--- config.mk ---
export PLATFORM = sky130hd
export DESIGN_NAME = qsn_left_pipe
export DESIGN_NICKNAME = d
export VERILOG_FILES = /design/src/rtl/qsn_left_pipe.sv
export SDC_FILE = /design/constraint.sdc
export NUM_CORES = 1
export LEC_CHECK = 0
export ABC_CLOCK_PERIOD_IN_PS = 1200
export BUFFER_PORTS_ARGS = -buffer_cell sky130_fd_sc_hd__buf_2
export CAP_MARGIN = 40
export CORE_ASPECT_RATIO = 1.1
export CORE_MARGIN = 5
export CORE_UTILIZATION = 47
export DETAILED_ROUTE_END_ITERATION = 7
export HOLD_SLACK_MARGIN = 0.02
export PLACE_DENSITY = 0.78
export SLEW_MARGIN = 20
export SYNTH_ARGS = -nofsm -noshare
export SYNTH_HDL_FRONTEND = slang
export SYNTH_SLANG_ARGS = --single-unit
--- constraint.sdc ---
create_clock -name sys_clk -period 1.2 [get_ports sys_clk]
set_clock_uncertainty 0.1 [all_clocks]
set_input_delay 0.06 -clock sys_clk [delete_from_list [all_inputs] [get_ports sys_clk]]
set_output_delay 0.06 -clock sys_clk [all_outputs]
set_load 0.05 [all_outputs]
--- src/rtl/qsn_left_pipe.sv ---
// Pipelined cyclic left-rotation network: one register stage per shift bit, global-stall handshake.
// Optional out-of-range shift flag built when QSN_LEFT_SHIFT_CHK_EN is defined.
module qsn_left_pipe #(
    parameter int LEN   = 3,
    parameter int MSG_W = 4,
    localparam int SEL_W = $clog2(LEN)
) (
    input  logic                   sys_clk,
    input  logic                   rst,
    input  logic                   in_valid,
    output logic                   in_ready,
    input  logic [LEN*MSG_W-1:0]   in_msg,
    input  logic [SEL_W-1:0]       in_shift,
    output logic                   out_valid,
    input  logic                   out_ready,
    output logic [LEN*MSG_W-1:0]   out_msg,
    output logic                   out_shift_err
);

    typedef logic [LEN*MSG_W-1:0] vec_t;

    logic             advance;
    vec_t             msg_q     [SEL_W];
    vec_t             msg_d     [SEL_W];
    vec_t             src_msg   [SEL_W];
    logic [SEL_W-1:0] shift_q   [SEL_W];
    logic [SEL_W-1:0] shift_d   [SEL_W];
    logic [SEL_W-1:0] src_shift [SEL_W];
    logic [SEL_W-1:0] valid_q, valid_d, src_valid;

    // Lane i moves to lane (i + r) mod LEN.
    function automatic vec_t rotl(input vec_t v, input int unsigned r);
        vec_t o;
        o = '0;
        for (int unsigned i = 0; i < LEN; i++) begin
            o[((i + r) % LEN) * MSG_W +: MSG_W] = v[i * MSG_W +: MSG_W];
        end
        return o;
    endfunction

    always_comb begin
        advance      = !valid_q[SEL_W-1] || out_ready;
        src_msg[0]   = in_msg;
        src_shift[0] = in_shift;
        src_valid[0] = in_valid;
        for (int unsigned k = 1; k < SEL_W; k++) begin
            src_msg[k]   = msg_q[k-1];
            src_shift[k] = shift_q[k-1];
            src_valid[k] = valid_q[k-1];
        end
        for (int unsigned k = 0; k < SEL_W; k++) begin
            msg_d[k]   = msg_q[k];
            shift_d[k] = shift_q[k];
            valid_d[k] = valid_q[k];
            if (advance) begin
                msg_d[k]   = src_shift[k][k] ? rotl(src_msg[k], (32'd1 << k) % LEN) : src_msg[k];
                shift_d[k] = src_shift[k];
                valid_d[k] = src_valid[k];
            end
        end
    end

    always_ff @(posedge sys_clk) begin
        if (rst) begin
            for (int unsigned k = 0; k < SEL_W; k++) begin
                msg_q[k]   <= '0;
                shift_q[k] <= '0;
            end
            valid_q <= '0;
        end else begin
            for (int unsigned k = 0; k < SEL_W; k++) begin
                msg_q[k]   <= msg_d[k];
                shift_q[k] <= shift_d[k];
            end
            valid_q <= valid_d;
        end
    end

`ifdef QSN_LEFT_SHIFT_CHK_EN
    logic [SEL_W-1:0] err_q, err_d, src_err;

    always_comb begin
        src_err[0] = 32'(in_shift) >= 32'(LEN);
        for (int unsigned k = 1; k < SEL_W; k++) begin
            src_err[k] = err_q[k-1];
        end
        err_d = advance ? src_err : err_q;
    end

    always_ff @(posedge sys_clk) begin
        if (rst) begin
            err_q <= '0;
        end else begin
            err_q <= err_d;
        end
    end

    assign out_shift_err = err_q[SEL_W-1];
`else
    assign out_shift_err = 1'b0;
`endif

    assign in_ready  = advance;
    assign out_valid = valid_q[SEL_W-1];
    assign out_msg   = msg_q[SEL_W-1];

endmodule

# Yosys cells after proc, flatten, opt, wreduce, memory -nomap -nowiden

Memory sizes are Yosys's and may differ from the RTL's.
Cells that the tools add are included.

Shift-type cells: 0
Bitwise operators: 4
Multipliers: 0
Reduce and logical (&&, ||, !) cells: 3
Divide/modulo/power cells: 0
Add/subtract/negate cells: 0
Equal/unequal tests: 1
Magnitude comparators: 0
Mux-type cells: 13

Operators with widths:

| operator           | count |
|---|---|
| $mux 12            | 6 |
| $mux 2             | 4 |
| $or 1x1->1         | 4 |
| $mux 1             | 3 |
| $reduce_and 2->1   | 1 |
| $logic_not 1->1    | 1 |
| $logic_or 1x1->1   | 1 |
| $ne 1x1->1 const B | 1 |

RAM bits: 28
Word-level logic and storage cells: 24
Register bits: 2
Latch bits: 0
Memories: 2
ROM bits: 0

Memory list:

| memory  | depth | bits a word | rd ports | clocked after Yosys merged registers in | wr ports | line | RTL |
|---|---|---|---|---|---|---|---|
| msg_q   | 2     | 12          | 2        | 0                                       | 2        | 23   | `vec_t msg_q [SEL_W];` |
| shift_q | 2     | 2           | 1        | 0                                       | 2        | 26   | `logic [SEL_W-1:0] shift_q [SEL_W];` |

# Longest topological paths before layout

Gate-level depths: netlist of run 1.

Word-level depth: 5
Mapped depth: 6

# Worst setup path before layout of run 1

Ideal clock, no wire load.

Kind: register to register
From: reg valid_q[1]
To: mem shift_q[0][1] (netlist name) (enable)
Cell stages (with the launch flop): 6
Data required time: 0.860 ns
Arrival: 1.290 ns
Setup slack: -0.430 ns
Period minus slack after synthesis: 1.630 ns
Cell sequence: dfxtp_1 > nand2b_4 > buf_6 > nor2_4 > buf_6 > inv_1

RTL lines:

| what                   | line | RTL |
|---|---|---|
| start, declared        | 29   | `logic [SEL_W-1:0] valid_q, valid_d, src_valid;` |
| start signal, assigned | 75   | `valid_q <= valid_d;` |
| end, declared          | 26   |  |

==> out/results.tsv, run 1 <==
stage	metric	value	unit
run_status	status	complete, but fails checks	
run_status	failing checks	negative hold slack	
power_and_ir_drop	clock share of power	0.207	
floorplanning	core area	2780	µm²
power_and_ir_drop	Worst IR Drop VDD	0.832	mV
grt	total global-route track usage	0.126	
setup_path	crit path kind	input port to flip-flop	
placed_design	routability cong.	0.652	
placed_design	Cells after DPL	152	
route	final WL	2360	µm
grt	first-pass GRT wire length	3890	µm
setup_path	FF-to-FF path depth	3	
route	DRT iter0 DRCs	23	
clock_network	Setup Fix Bufs, Post-CTS	0	
setup_path	crit path launch type	input port	
sta	hold_ws	-30.6	ps
synth	post-synthesis xor/xnor area fraction	0	
clock_network	cts hold-fix bufs	15	
synth	Gate Count Post-Synth	106	
grt	initial antenna violation count	0	
setup_path	reg2reg end	msg_q[0][12]	
grt	largest net degree at the start of global routing	25	
final_layout	most frequent cells in the layout	28 x buf_2, 25 x mux2i_1, 25 x dfxtp_1	
setup_path	crit path from	rst	
final_layout	Fillers	231	
route	Antenna Violating Nets Remaining	0	
final_layout	post-layout util	0.588	
clock_network	Worst-path clk slew	140	ps
power_and_ir_drop	sw frac	0.303	
synth	register area share after synthesis	0.401	
floorplanning	Die X	61.6	µm
route	drt via density	5.08	
power_and_ir_drop	Int Power	1.26	mW
clock_network	Worst-Skew Late Latency	310	ps
final_layout	design area	1630	µm²
floorplanning	initial core utilization	0.495	
run	max_cap viols	0	
setup_path	R2R Setup Slk	90	ps
setup_path	CP endpoint	msg_q[0][23]	
min_path	hold_sp	out_ready	
route	drt wl/cell	13.8	µm
synth	syn_area_per_cell	13.0	µm²
sta	unrepaired setup endpoints after global routing	no	
sta	Fmax	883	MHz
power_and_ir_drop	Comb pwr share	0.231	
final_layout	commonest non-fill, non-tap cell in the layout	buf_2	
floorplanning	Vert. Die Dim	66.7	µm
sta	fin. max-slew vios	0	
setup_path	reg2reg start	shift_q[0][1]	
power_and_ir_drop	Leak	0.702	nW
grt	total gr overflow	0	
setup_path	Arr. time, crit path	1290	ps
synth	Yosys cell types	16	
route	via count	869	
clock_network	clock tree from TritonCTS	yes	
final_layout	fraction of layout cells with a size suffix above 1	0.449	
synth	Synth Area in Simple Gates	0.0319	
power_and_ir_drop	part of the power in registers	0.561	
floorplanning	Boundary Pins	33	
clock_network	cts bufs inserted	3	
sta	Tcrit/Tclk final	0.944	
clock_network	maximum clock insertion buffer count	2	
sta	clock period minus worst slack	1130	ps
synth	combinational family with the most area after synthesis	compound AO/OA/AOI/OAI gates	
setup_path	crit end category	flip-flop	
setup_path	Worst Path Required	1350	ps
final_layout	non-filler cells in the finished layout	171	
clock_network	TritonCTS Sinks	27	
synth	Synth Area in Adders	0	
grt	number of global-route vias before repair	893	
sta	Fin. Hold Viols	1	
route	DRC viols	0	
floorplanning	die area	4110	µm²
final_layout	Area growth, synth to finish	18.9	%
placed_design	area post-placement	1440	µm²
synth	Ys Warns	0	
sta	Final setup viols	0	
synth	post-synthesis net count	124	
synth	Synth Cell Area	1370	µm²
clock_network	H-tree depth	1	
min_path	worst min path class	input port to flip-flop	
clock_network	root buffer cell	clkbuf_4	
synth	Compound-Gate Fraction of Synth Area	0.248	
final_layout	n_diodes	0	
final_layout	Layout Nets	157	
route	First-pass DRT Iterations	2	
power_and_ir_drop	sw power	0.549	mW
floorplanning	Rows	20	
synth	#FFs+latches synth	27	
synth	mux cell area share after synthesis	0.182	
placed_design	IO buf count	31	
power_and_ir_drop	Pwr Density	1110	nW/µm²
placed_design	final HPWL from detailed placement	1600	µm
setup_path	crit path max fanout	24	
cells by family (layout without fill, tap and decap cells):
family | Yosys count | after routing
AO/OA/AOI/OAI | 25 | 25
buffers and inverters | 23 | 55
flip-flops | 27 | 27
multiplexers | 25 | 25
other | 1 | 1
AND/OR/NAND/NOR | 5 | 5
how the worst min path moves through the flow:
stage | endpoint | slack [ps] | depth (start not counted)
after detailed placement | valid_q[1] | 210 | 2
after global placement | valid_q[1] | 190 | 2
after global routing | valid_q[1] | -30 | 3
final | valid_q[1] | -30 | 3
after CTS | valid_q[1] | -40 | 3
after floorplan | valid_q[1] | 20 | 1
critical path, cell delays in order:
cell	delay [ps]
dlygate4sd3_1	540
buf_2	160
nand2b_2	200
buf_12	180
o2bb2ai_1	150
registers in the layout, summed over array words and instances (netlist names):
| name | cells |
|---|---|
| msg_q | 24 |
| shift_q | 1 |
| valid_q | 2 |
Yosys cell counts:
cell	count	area (µm²)
nand2b_4	1	13.8
inv_1	2	7.51
nor2_4	1	11.3
a21oi_1	1	5.00
buf_4	14	105
buf_6	6	67.6
o2bb2ai_2	20	300
o2bb2ai_1	4	35.0
nor2_1	1	3.75
conb_1	1	3.75
nand2b_2	1	8.76
dfxtp_1	26	521
buf_2	1	5.00
mux2i_1	25	250
edfxtp_1	1	30.0
nor2b_1	1	6.26
area by class of cell:
| cell class | count | area [µm²] | share of cell area |
|---|---|---|---|
| tap | 33 | 41.3 | 0.0253 |
| clock inverter | 1 | 5.00 | 0.00307 |
| sequential | 27 | 554 | 0.339 |
| inverter | 2 | 7.51 | 0.00460 |
| timing repair buffer | 49 | 364 | 0.223 |
| clock buffer | 3 | 22.5 | 0.0138 |
| multi-input combinational | 56 | 638 | 0.391 |
power groups by stage:
stage | registers, mW | clock network, mW | logic, mW
2_1_floorplan | 1.04 | 0 | 0.339
3_3_place_gp | 1.04 | 0 | 0.374
3_5_place_dp | 1.04 | 0 | 0.381
4_1_cts | 1.02 | 0.391 | 0.420
5_1_grt | 1.03 | 0.439 | 0.448
6_report | 1.02 | 0.376 | 0.419
metrics by stage:
stage / TNS, ps / hold slack, ps / power, mW / setup slack, ps
2_1_floorplan: -1210 / 19.4 / 1.37 / -177
3_3_place_gp: 0 / 189 / 1.41 / 133
3_5_place_dp: 0 / 205 / 1.42 / 120
4_1_cts: 0 / -43.9 / 1.83 / 21.2
5_1_grt: 0 / -31.2 / 1.92 / 10.5
6_report: 0 / -30.6 / 1.81 / 67.4
repair_timing:
action,CTS,global route
setup endpoints to repair,1,3
resized for setup,1,3
gates cloned,0,0
hold endpoints to repair,16,1
pin swaps,0,0
per-layer routing:
metal | track usage | share of wire | wire length [µm]
met1 | 0.150 | 0.45 | 1060
met2 | 0.213 | 0.49 | 1140
met4 | 0.0477 | 0.0089 | 21
met5 | 0 | 0 | 0
met3 | 0.0291 | 0.056 | 131
(Power assumes the default switching activity.)
==> inputs of run 2 (changes only) <==
==> config.mk (replaced) <==
export PLATFORM = sky130hd
export DESIGN_NAME = qsn_left_pipe
export DESIGN_NICKNAME = d
export VERILOG_FILES = /design/src/rtl/qsn_left_pipe.sv
export SDC_FILE = /design/constraint.sdc
export NUM_CORES = 1
export LEC_CHECK = 0
export ABC_CLOCK_PERIOD_IN_PS = 1160
export BUFFER_PORTS_ARGS = -buffer_cell sky130_fd_sc_hd__buf_2
export CAP_MARGIN = 20
export CORE_ASPECT_RATIO = 1.1
export CORE_MARGIN = 5
export CORE_UTILIZATION = 52
export DETAILED_ROUTE_END_ITERATION = 7
export HOLD_SLACK_MARGIN = 0.02
export PLACE_DENSITY = 0.82
export SLEW_MARGIN = 20
export SYNTH_ARGS = -nofsm -noshare
export SYNTH_HDL_FRONTEND = slang
export SYNTH_SLANG_ARGS = --single-unit
==> constraint.sdc (replaced) <==
create_clock -name sys_clk -period 1.16 [get_ports sys_clk]
set_clock_uncertainty 0.1 [all_clocks]
set_input_delay 0.058 -clock sys_clk [delete_from_list [all_inputs] [get_ports sys_clk]]
set_output_delay 0.058 -clock sys_clk [all_outputs]
set_load 0.05 [all_outputs]
==> run 2 against run 1 <==
The run still ends with negative hold slack left. Global-route usage up 1.1 points. Highest routed layer unchanged. Largest cell class unchanged. Non-clock buffer count up 1. Critical path depth shrank 2.
==> out/results.tsv, run 2 (synthesis gave the netlist of run 1 again) <==
stage	metric	value	unit	change
setup_path	FF-to-FF path depth	3		unchanged
power_and_ir_drop	sw frac	0.307		was 0.303
power_and_ir_drop	Leak	0.709	nW	was 0.702 nW
route	DRT iter0 DRCs	10		was 23
final_layout	Largest Register	msg_q		unchanged
route	drt wl/cell	14.5	µm	was 13.8 µm
final_layout	most frequent cells in the layout	25 x dfxtp_1, 23 x mux2i_1, 21 x o2bb2ai_2, 21 x buf_2, 15 x dlygate4sd3_1		was 28 x buf_2, 25 x mux2i_1, 25 x dfxtp_1
route	drt via density	5.18		was 5.08
setup_path	crit path launch type	flip-flop		was input port
grt	total gr overflow	0		unchanged
final_layout	fraction of layout cells with a size suffix above 1	0.468		was 0.449
power_and_ir_drop	Comb pwr share	0.238		was 0.231
grt	number of global-route vias before repair	898		was 893
final_layout	non-filler cells in the finished layout	170		was 171
floorplanning	core area	2520	µm²	was 2780 µm²
final_layout	Largest register FFs	24		unchanged
final_layout	Area growth, synth to finish	22.6	%	was 18.9%
power_and_ir_drop	Worst IR Drop VDD	0.877	mV	was 0.832 mV
setup_path	reg2reg start	shift_q[0][1]		unchanged
sta	Fmax	881	MHz	
setup_path	reg2reg end	msg_q[0][12]		unchanged
route	final WL	2460	µm	was 2360 µm
sta	Tcrit/Tclk final	0.978		
setup_path	crit path from	shift_q[0][1]		was rst
grt	initial antenna violation count	0		unchanged
clock_network	clock tree from TritonCTS	yes		unchanged
setup_path	crit end category	flip-flop		unchanged
floorplanning	initial core utilization	0.545		was 0.495
final_layout	Top Registers	msg_q x24, valid_q x2, shift_q x1		unchanged
placed_design	Cells after DPL	151		was 152
power_and_ir_drop	Pwr Density	1140	nW/µm²	was 1110 nW/µm²
route	DRC viols	0		unchanged
clock_network	root buffer cell	clkbuf_4		unchanged
power_and_ir_drop	sw power	0.588	mW	was 0.549 mW
placed_design	routability cong.	0.623		was 0.652
grt	largest net degree at the start of global routing	25		unchanged
power_and_ir_drop	part of the power in registers	0.552		was 0.561
clock_network	Worst-Skew Late Latency	320	ps	was 310 ps
route	First-pass DRT Iterations	3		was 2
run_status	failing checks	negative hold slack		unchanged
final_layout	Layout Nets	158		was 157
floorplanning	Boundary Pins	33		unchanged
sta	clock period minus worst slack	1130	ps	
floorplanning	die area	3770	µm²	was 4110 µm²
floorplanning	Rows	19		was 20
floorplanning	Die X	59.0	µm	was 61.6 µm
placed_design	final HPWL from detailed placement	1710	µm	was 1600 µm
sta	hold_ws	-37.9	ps	was -30.6 ps
final_layout	commonest non-fill, non-tap cell in the layout	dfxtp_1		was buf_2
power_and_ir_drop	Int Power	1.33	mW	was 1.26 mW
setup_path	crit path kind	flip-flop to flip-flop		was input port to flip-flop
placed_design	area post-placement	1460	µm²	was 1440 µm²
clock_network	cts bufs inserted	3		unchanged
sta	Final setup viols	0		unchanged
run	max_cap viols	0		unchanged
min_path	worst min path class	input port to flip-flop		unchanged
power_and_ir_drop	clock share of power	0.210		was 0.207
final_layout	Fillers	209		was 231
floorplanning	Vert. Die Dim	63.9	µm	was 66.7 µm
final_layout	n_diodes	0		unchanged
setup_path	CP endpoint	msg_q[0][12]		was msg_q[0][23]
clock_network	maximum clock insertion buffer count	2		unchanged
clock_network	cts hold-fix bufs	15		unchanged
sta	fin. max-slew vios	0		unchanged
clock_network	H-tree depth	1		unchanged
sta	Fin. Hold Viols	1		unchanged
placed_design	pre-CTS setup slack	58.9	ps	was 120 ps
final_layout	design area	1680	µm²	was 1630 µm²
clock_network	TritonCTS Sinks	27		unchanged
route	Antenna Violating Nets Remaining	0		unchanged
sta	fin worst setup slack	25.5	ps	was 67.4 ps
sta	unrepaired setup endpoints after global routing	yes		was no
placed_design	IO buf count	31		unchanged
setup_path	crit path max fanout	12		was 24
clock_network	Worst-path clk slew	140	ps	about the same
setup_path	Arr. time, crit path	1260	ps	was 1290 ps
run_status	status	complete, but fails checks		unchanged
min_path	hold_sp	out_ready		unchanged
grt	first-pass GRT wire length	4090	µm	was 3890 µm
setup_path	Worst Path Required	1280	ps	was 1350 ps
route	via count	880		was 869
setup_path	R2R Setup Slk	30	ps	was 90 ps
grt	total global-route track usage	0.137		was 0.126
run 2: cell types whose count changed in the layout (fill, tap and decap cells not counted), sizes merged:
cell and change:
clkbuf +6, clkinv -1, buf -4
run 2: worst min path at each step:
stage / to / slack, ps / depth (start not counted)
detailed placement: valid_q[1] / 190 / 2
CTS: valid_q[1] / -50 / 3
global route: valid_q[1] / -20 / 3
floorplan: valid_q[1] / 20 / 1
finish: valid_q[1] / -40 / 3
global placement: valid_q[1] / 190 / 2
run 2: area by class of cell:
cell class | count | area [µm²] | area share
multi-input cells | 56 | 652 | 0.387
flip-flops and latches | 27 | 554 | 0.329
repair buffers | 50 | 405 | 0.241
well taps | 31 | 38.8 | 0.0230
clock buffers | 4 | 26.3 | 0.0156
inverters | 2 | 7.51 | 0.00446
run 2: timing repair:
| action | in CTS | in global routing |
|---|---|---|
| gates resized for setup | 4 | 11 |
| buffers inserted | 0 | 0 |
| endpoints found under the hold margin | 16 | 1 |
| setup endpoints to repair | 3 | 12 |
run 2: critical path, cell delays in order, from the launching register on:
cell and delay, ps:
edfxtp_1 350, buf_4 230, mux2i_1 270, o2bb2ai_2 80
run 2: metal layers:
metal	global-route usage	part of all wire	up-vias	wire [µm]
met5	0	0	-	0
met4	0.0567	0.018	0	44
met3	0.0221	0.047	6	115
met2	0.231	0.50	22	1230
met1	0.171	0.44	412	1070
li1	-	-	440	-
run 2: power by group through the flow:
stage	clock network [mW]	logic, mW	registers, mW
finish	0.402	0.456	1.06
global route	0.449	0.486	1.07
CTS	0.416	0.442	1.05
detailed placement	0	0.399	1.07
global placement	0	0.388	1.07
floorplan	0	0.351	1.07
run 2: per-stage QoR:
stage / setup TNS [ps] / util / power [mW]
3_5_place_dp: 0 / 0.580 / 1.47
2_1_floorplan: -2050 / - / 1.42
6_report: 0 / 0.668 / 1.92
3_3_place_gp: 0 / 0.580 / 1.46
5_1_grt: -22.1 / 0.668 / 2.00
4_1_cts: 0 / 0.654 / 1.91
==> inputs of run 3 (changes only) <==
--- a/config.mk
+++ b/config.mk
@@ -5,15 +5,16 @@
 export SDC_FILE = /design/constraint.sdc
 export NUM_CORES = 1
 export LEC_CHECK = 0
-export ABC_CLOCK_PERIOD_IN_PS = 1160
+export ABC_CLOCK_PERIOD_IN_PS = 1000
 export BUFFER_PORTS_ARGS = -buffer_cell sky130_fd_sc_hd__buf_2
 export CAP_MARGIN = 20
 export CORE_ASPECT_RATIO = 1.1
 export CORE_MARGIN = 5
-export CORE_UTILIZATION = 52
+export CORE_UTILIZATION = 47
 export DETAILED_ROUTE_END_ITERATION = 7
 export HOLD_SLACK_MARGIN = 0.02
-export PLACE_DENSITY = 0.82
+export PLACE_DENSITY = 0.78
+export RECOVER_POWER = 25
 export SLEW_MARGIN = 20
 export SYNTH_ARGS = -nofsm -noshare
 export SYNTH_HDL_FRONTEND = slang
==> constraint.sdc (replaced) <==
create_clock -name sys_clk -period 1 [get_ports sys_clk]
set_clock_uncertainty 0.1 [all_clocks]
set_input_delay 0.05 -clock sys_clk [delete_from_list [all_inputs] [get_ports sys_clk]]
set_output_delay 0.05 -clock sys_clk [all_outputs]
set_load 0.05 [all_outputs]
==> run 3 against run 2 <==
The flow finishes with violations (negative setup slack). First-iteration DRC count rose by 90%. Final area rose by 15%. Sequential share of layout area fell by 3.5 points. Critical path type is now flip-flop to output port.
==> out/results.tsv, run 3 (synthesis gave the netlist of run 1 again) <==
stage	metric	value	unit	change
sta	unrepaired setup endpoints after global routing	yes		unchanged
route	drt wl/cell	15.1	µm	was 14.5 µm
clock_network	Worst-Skew Late Latency	320	ps	about the same
route	DRC viols	0		unchanged
run_status	status	complete, but fails checks		unchanged
sta	Fin. Hold Viols	0		was 1
final_layout	Layout Nets	174		was 158
setup_path	crit end category	output port		was flip-flop
placed_design	Cells after DPL	155		was 151
setup_path	Worst Path Required	850	ps	was 1280 ps
power_and_ir_drop	Pwr Total	2.36	mW	was 1.92 mW
final_layout	Area growth, synth to finish	40.8	%	was 22.6%
grt	total global-route track usage	0.160		was 0.137
sta	Tcrit/Tclk final	1.19		
sta	clock period minus worst slack	1190	ps	
clock_network	TritonCTS Sinks	27		unchanged
route	DRT iter0 DRCs	19		was 10
final_layout	non-filler cells in the finished layout	188		was 170
setup_path	crit path launch type	flip-flop		unchanged
floorplanning	Rows	20		was 19
clock_network	maximum clock insertion buffer count	2		unchanged
clock_network	H-tree depth	1		unchanged
final_layout	n_diodes	0		unchanged
clock_network	Worst-path clk slew	140	ps	about the same
placed_design	final HPWL from detailed placement	1730	µm	was 1710 µm
final_layout	commonest non-fill, non-tap cell in the layout	mux2i_1		was dfxtp_1
final_layout	Fillers	187		was 209
placed_design	pre-CTS setup slack	-39.8	ps	was 58.9 ps
floorplanning	Boundary Pins	33		unchanged
min_path	worst min path class	input port to flip-flop		unchanged
run	max_cap viols	0		unchanged
placed_design	IO buf count	31		unchanged
route	via count	958		was 880
final_layout	fraction of layout cells with a size suffix above 1	0.600		was 0.468
sta	fin worst setup slack	-190	ps	was 25.5 ps
placed_design	routability cong.	0.715		was 0.623
setup_path	crit path kind	flip-flop to output port		was flip-flop to flip-flop
clock_network	root buffer cell	clkbuf_4		unchanged
sta	Final setup viols	28		was 0
floorplanning	Vert. Die Dim	66.7	µm	was 63.9 µm
grt	number of global-route vias before repair	1018		was 898
setup_path	Arr. time, crit path	1040	ps	was 1260 ps
sta	fin. max-slew vios	0		unchanged
route	Antenna Violating Nets Remaining	0		unchanged
power_and_ir_drop	Leak	0.832	nW	was 0.709 nW
final_layout	Largest register FFs	24		unchanged
grt	first-pass GRT wire length	4790	µm	was 4090 µm
floorplanning	Die X	61.6	µm	was 59.0 µm
grt	largest net degree at the start of global routing	25		unchanged
grt	initial antenna violation count	0		unchanged
power_and_ir_drop	Worst IR Drop VDD	0.992	mV	was 0.877 mV
sta	hold_ws	29.8	ps	was -37.9 ps
route	First-pass DRT Iterations	4		was 3
clock_network	cts bufs inserted	3		unchanged
run_status	failing checks	negative setup slack		was negative hold slack
setup_path	crit path max fanout	3		was 12
final_layout	Largest Register	msg_q		unchanged
route	drt via density	5.10		was 5.18
sta	Fmax	840	MHz	
final_layout	Top Registers	msg_q x24, valid_q x2, shift_q x1		unchanged
power_and_ir_drop	Pwr Density	1220	nW/µm²	was 1140 nW/µm²
floorplanning	core area	2780	µm²	was 2520 µm²
route	final WL	2850	µm	was 2460 µm
floorplanning	die area	4110	µm²	was 3770 µm²
clock_network	clock tree from TritonCTS	yes		unchanged
floorplanning	initial core utilization	0.495		was 0.545
grt	total gr overflow	0		unchanged
final_layout	most frequent cells in the layout	25 x mux2i_1, 21 x o2bb2ai_2, 17 x buf_2		was 25 x dfxtp_1, 23 x mux2i_1, 21 x o2bb2ai_2, 21 x buf_2, 15 x dlygate4sd3_1
## run 3: layout make-up
class	count	area [µm²]	area share
Multi-Input combinational cell	56	644	0.333
Timing Repair Buffer	66	644	0.333
Sequential cell	27	569	0.294
Tap cell	33	41.3	0.0213
Clock buffer	3	22.5	0.0116
Inverter	2	7.51	0.00388
Clock inverter	1	5.00	0.00259
## run 3: critical path, stage by stage (launching register included)
cell      delay (ps)
dfxtp_4          390
nand2b_4          70
buf_6            130
buf_8            140
## run 3: what timing repair did
item / 4_1_cts / 5_1_grt
cloned: 0 / 0
endpoints found under the hold margin: 16 / 0
setup endpoints to repair: 38 / 40
hold buffers: 15 / 0
setup buffers: 12 / 2
resized for setup: 50 / 9
## run 3: path summary, 6_finish.rpt
path                    from           end  slack, ps  depth (start not counted)
setup / recovery  valid_q[1]      in_ready       -190                          3
hold reg to reg   valid_q[0]    valid_q[1]        370                          2
hold / removal     out_ready    valid_q[1]         30                          4
setup reg to reg  valid_q[1]  msg_q[0][23]       -180                          5
## run 3: where the power goes
group          total [mW]  internal [mW]  switching [mW]
clock               0.473          0.150           0.323
sequential           1.24           1.17          0.0710
combinational       0.647          0.319           0.327
## run 3: stage by stage
step	util	instance area, µm²	TNS, ps
after floorplan	-	1390	-5890
after global placement	0.532	1480	-136
after detailed placement	0.532	1480	-246
after CTS	0.679	1890	-4250
after global routing	0.696	1930	-6000
final	0.696	1930	-4300
## run 3: routing by layer
layer	up-vias	track usage	part of all wire
li1	477	-	-
met3	2	0.0407	0.052
met4	0	0.0584	0.0074
met2	24	0.288	0.54
met1	455	0.174	0.40
met5	-	0	0
